$ cat config.mk
export PLATFORM = sky130hd
export DESIGN_NAME = ifetch_prefetch_unit
export DESIGN_NICKNAME = d
export VERILOG_FILES = /design/src/rtl/ifetch_prefetch_unit.sv
export SDC_FILE = /design/constraint.sdc
export NUM_CORES = 1
export LEC_CHECK = 0
export BUFFER_PORTS_ARGS = -buffer_cell sky130_fd_sc_hd__buf_2
export CORE_ASPECT_RATIO = 0.8
export CORE_MARGIN = 2
export CORE_UTILIZATION = 25
export DETAILED_ROUTE_END_ITERATION = 16
export GPL_ROUTABILITY_DRIVEN = 1
export PLACE_DENSITY_LB_ADDON = 0.3
export SETUP_SLACK_MARGIN = 0.4
export SYNTH_ARGS = -nofsm -noshare
export SYNTH_HDL_FRONTEND = slang
export SYNTH_SLANG_ARGS = --single-unit
$ cat constraint.sdc
create_clock -name clk -period 13.8 [get_ports clk]
set_clock_uncertainty 0.2 [all_clocks]
set_input_delay 0.69 -clock clk [delete_from_list [all_inputs] [get_ports clk]]
set_output_delay 0.69 -clock clk [all_outputs]
set_load 0.01 [all_outputs]
$ cat src/rtl/ifetch_prefetch_unit.sv
// ifetch_prefetch_unit: req/ack instruction fetch with a prefetch FIFO and a valid/ready decode handoff
module ifetch_prefetch_unit #(
    parameter int ADDR_W = 32,
    parameter int INST_W = 32,
    parameter int DEPTH = 4,
    parameter logic [ADDR_W-1:0] RESET_PC = '0
) (
    input  logic                    clk,
    input  logic                    resetn,
    output logic                    oMemReq,
    output logic [ADDR_W-1:0]       oMemAddr,
    input  logic                    iMemAck,
    input  logic [INST_W-1:0]       iMemData,
    input  logic                    iRedirect,
    input  logic [ADDR_W-1:0]       iRedirectPC,
    output logic                    oInstValid,
    output logic [INST_W-1:0]       oInst,
    output logic [ADDR_W-1:0]       oInstPC,
    output logic [ADDR_W-1:0]       oInstPC4,
    input  logic                    iInstReady,
    output logic [$clog2(DEPTH):0]  oLevel
);
    localparam int PW = $clog2(DEPTH);
    localparam int LW = PW + 1;

    logic [INST_W-1:0] instMem [DEPTH];
    logic [ADDR_W-1:0] pcMem [DEPTH];
    logic [PW-1:0]     rdPtr, wrPtr;
    logic [LW-1:0]     levelNext;
    logic [ADDR_W-1:0] fetchPC, fetchPCNext, redirectPC;
    logic              discard, ack, push, pop, holdReq, issue;
    logic              unusedBits;

    assign unusedBits = ^iRedirectPC[1:0];

    // Handshake decode; a request stays outstanding until acked, and only then may a new one (owning a slot) be issued
    always_comb begin
        ack = iMemAck & oMemReq;
        push = ack & !discard & !iRedirect;
        pop = oInstValid & iInstReady & !iRedirect;
        holdReq = oMemReq & !ack;
        redirectPC = {iRedirectPC[ADDR_W-1:2], 2'b00};
        levelNext = iRedirect ? '0 : oLevel + LW'(push) - LW'(pop);
        fetchPCNext = iRedirect ? redirectPC : push ? fetchPC + ADDR_W'(4) : fetchPC;
        issue = !holdReq & (levelNext < LW'(DEPTH));
    end

    // Control state: fetch pointer, request port, discard flag and FIFO bookkeeping
    always_ff @(posedge clk or negedge resetn) begin
        if (!resetn) begin
            fetchPC <= RESET_PC;
            oMemReq <= 1'b0;
            oMemAddr <= RESET_PC;
            discard <= 1'b0;
            oLevel <= '0;
            oInstValid <= 1'b0;
            rdPtr <= '0;
            wrPtr <= '0;
        end else begin
            fetchPC <= fetchPCNext;
            oMemReq <= issue | holdReq;
            oMemAddr <= issue ? fetchPCNext : oMemAddr;
            discard <= holdReq & (iRedirect | discard);
            oLevel <= levelNext;
            oInstValid <= levelNext != '0;
            rdPtr <= iRedirect ? '0 : rdPtr + PW'(pop);
            wrPtr <= iRedirect ? '0 : wrPtr + PW'(push);
        end
    end

    // FIFO storage keeps each word with the address it was fetched from
    always_ff @(posedge clk) begin
        if (push) begin
            instMem[wrPtr] <= iMemData;
            pcMem[wrPtr] <= oMemAddr;
        end
    end

    // Head presentation, zeroed while the FIFO is empty
    always_comb begin
        oInst = oInstValid ? instMem[rdPtr] : '0;
        oInstPC = oInstValid ? pcMem[rdPtr] : '0;
        oInstPC4 = oInstValid ? pcMem[rdPtr] + ADDR_W'(4) : '0;
    end
endmodule

==> impl_metrics.json <==
{
  "die_h_um": 216,
  "grt_pass1_wl_um": 54600,
  "synthArstFlopShare_pct": 22.4,
  "ys.flop_type": "edfxtp_1",
  "status": "finished, final reports clean",
  "setup_violations": 0,
  "tightest_slew_ns": 1.11,
  "cts_buffers": 38,
  "io_pins": 202,
  "r2r-start": "oInstValid",
  "synthCells": 859,
  "placementRows": 77,
  "synth-seq-cells": 330,
  "gp_congestion": 0.746,
  "hold_class": "in2async",
  "max_freq_mhz": 191,
  "die_x_um": 269,
  "post-route-util_pct": 31.0,
  "reg2reg_depth": 10,
  "syn2layout_area_growth_pct": 22.2,
  "dpl.hpwl_um": 23000,
  "start_util_pct": 25.4,
  "syn-num-nets": 934,
  "yosysWarnings": 0,
  "die_area_um2": 58200,
  "drive_gt1_share_pct": 33.3,
  "ys_top_cells_by_area": "edfxtp_1 55%, dfrtp_1 13%, mux4_2 6.6%",
  "antenna_found_initial": 3,
  "final_net_count": 1138,
  "syn_area_per_cell_um2": 16.4,
  "yosysUniqueCellTypes": 53,
  "worst_setup_path_start_kind": "flop",
  "min_period_ns": 5.24,
  "leakagePower_nw": 6.33,
  "r2r_slack_ns": 9.83,
  "cts.clk_slew.worst_paths_ns": 0.06,
  "cts-root-buf": "clkbuf_16",
  "track_usage_pct": 12.5,
  "r2r_end": "oMemAddr[16]",
  "holdBufCountCts": 0,
  "viasPerCell": 4.35,
  "synth_commonest_cells": "256 x edfxtp_1, 82 x and2_1, 74 x dfrtp_1",
  "drv_cap": 0,
  "ant_nets": 0,
  "clock-sinks": 330,
  "drv_slew": 0,
  "grt_max_degree": 97,
  "cts_tree": "done",
  "ys_seq_area_share_pct": 67.8,
  "critPathArrivalTime_ns": 4.35,
  "finalCritPeriodShare_pct": 38.0,
  "critical_path.max_fanout": 43,
  "finalSetupTns_ns": 0,
  "n_antenna_cell": 0,
  "wl_um": 36600,
  "core_area_um2": 55500,
  "rsz0062_at_grt": "false",
  "place.port_buffers": 199,
  "power.density_nw_per_um2": 177,
  "vias": 8005,
  "slew-limit-headroom_pct": 25.8,
  "synth_edf_count": 256,
  "postCtsSetupBuffers": 0,
  "synth_top_area_cell": "edfxtp_1",
  "drtIter0Drc": 540,
  "worstSetupPathType": "reg2out",
  "hold_violations": 0,
  "peakVddDrop_mv": 0.0762,
  "first_global_vias": 8155,
  "gr-total-overflow": 0,
  "synth_area_um2": 14100,
  "cp.required_ns": 12.91,
  "drt_pre_antenna_iters": 5,
  "drc_errors": 0,
  "cts_buffer_depth": 3,
  "cp-end-kind": "primary output",
  "h-tree-depth": 2,
  "yosysMostFrequentCell": "edfxtp_1",
  "cts_resized": 0,
  "synth_top_cell_area_share_pct": 54.6,
  "clkLatencyLatePin_ns": 0.56,
  "wl_per_cell_um": 19.9
}
[worst max path at each step]
stage | start | end | depth (start not counted)
global route | rdPtr[0] | oInstPC4[17] | 7
finish | rdPtr[0] | oInstPC4[17] | 7
floorplan | iRedirect | instMem[1][0] | 3
detailed placement | iRedirect | oMemAddr[16] | 13
CTS | rdPtr[0] | oInstPC4[17] | 7
global placement | iRedirect | oMemAddr[14] | 13
[report_power, final]
part | switching (mW) | internal (mW) | total, mW
sequential | 0.123 | 1.22 | 1.34
combinational | 0.355 | 0.259 | 0.613
clock | 0.434 | 0.650 | 1.08
[registers in the layout (all words and copies together) (netlist names)]
name and flops:
instMem 128, pcMem 128, fetchPC 32, oMemAddr 32
oLevel 3, rdPtr 2, wrPtr 2, discard 1
oInstValid 1, oMemReq 1
[placed cells by master, fill, tap and decap left out, types with 2 or more instances in the layout]
master	count
nand2_1	61
mux4_2	41
a21boi_0	5
nand3_1	17
mux2_2	26
nor2b_1	8
buf_2	198
bufinv_16	6
inv_1	19
o21ai_0	32
nor4_1	6
dfrtp_4	2
nor4_2	2
and2_2	5
o211ai_1	3
ha_1	5
nor2_1	14
and2_1	82
dfrtp_1	71
or3_1	5
mux2i_1	7
clkbuf_8	4
mux4_1	23
and4_4	2
or4_1	2
clkinv_2	7
or4b_1	3
and4_1	3
inv_6	3
xnor2_1	29
buf_4	11
and3_1	10
a21oi_1	4
nor3_1	17
edfxtp_1	256
clkbuf_16	38
clkbuf_1	4
o21ai_1	2
xor2_1	23
nand4_1	10
[critical path, stage by stage (launching register included)]
cell and delay [ns]:
dfrtp_4 0.75, buf_4 0.82, mux4_1 0.51, and4_2 0.35, nand3_2 0.24, or3_1 0.36, a21boi_0 0.50, buf_2 0.24
[per-stage QoR]
stage / hold WS (ns) / std cells / power [mW] / setup slack, ns / instance area, um^2
after global routing: 0.123 / 1841 / 3.19 / 8.19 / 17200
after global placement: 0.291 / 1773 / 1.98 / 8.87 / 15900
after detailed placement: 0.298 / 1773 / 1.99 / 8.86 / 15900
final: 0.0848 / 1841 / 3.04 / 8.56 / 17200
after CTS: 0.0942 / 1841 / 3.09 / 8.31 / 17200
after floorplan: 0.194 / 859 / 1.67 / 7.28 / 14100
[kinds of logic after synthesis]
| group | Yosys count | share of synthesized area (%) |
|---|---|---|
| AO/OA/AOI/OAI | 48 | 1.88 |
| XOR/XNOR | 52 | 3.23 |
| adder cells (fa/ha/maj) | 6 | 0.587 |
| buffers and inverters | 64 | 2.41 |
| flip-flops | 330 | 67.8 |
| multiplexers | 97 | 13.4 |
| AND/OR/NAND/NOR | 262 | 10.7 |
[cell type report]
type                    count  area (um^2)
repair buffers            209         1070
fillers                  5585        38300
well taps                 750          938
inverters                  19         71.3
multi-input cells         465         4230
clock inverters            22          323
clock buffers              46         1020
flip-flops and latches    330         9550
[metal layers]
layer	track usage [%]	share of wire (%)	wire, um	vias up
li1	-	-	-	3681
met1	18.1	49	17900	4059
met2	18.3	43	15600	210
met3	3.47	6.4	2340	53
met4	3.39	1.9	678	2
met5	0	0.030	11	-
Power figures use the tool's default switching activity.
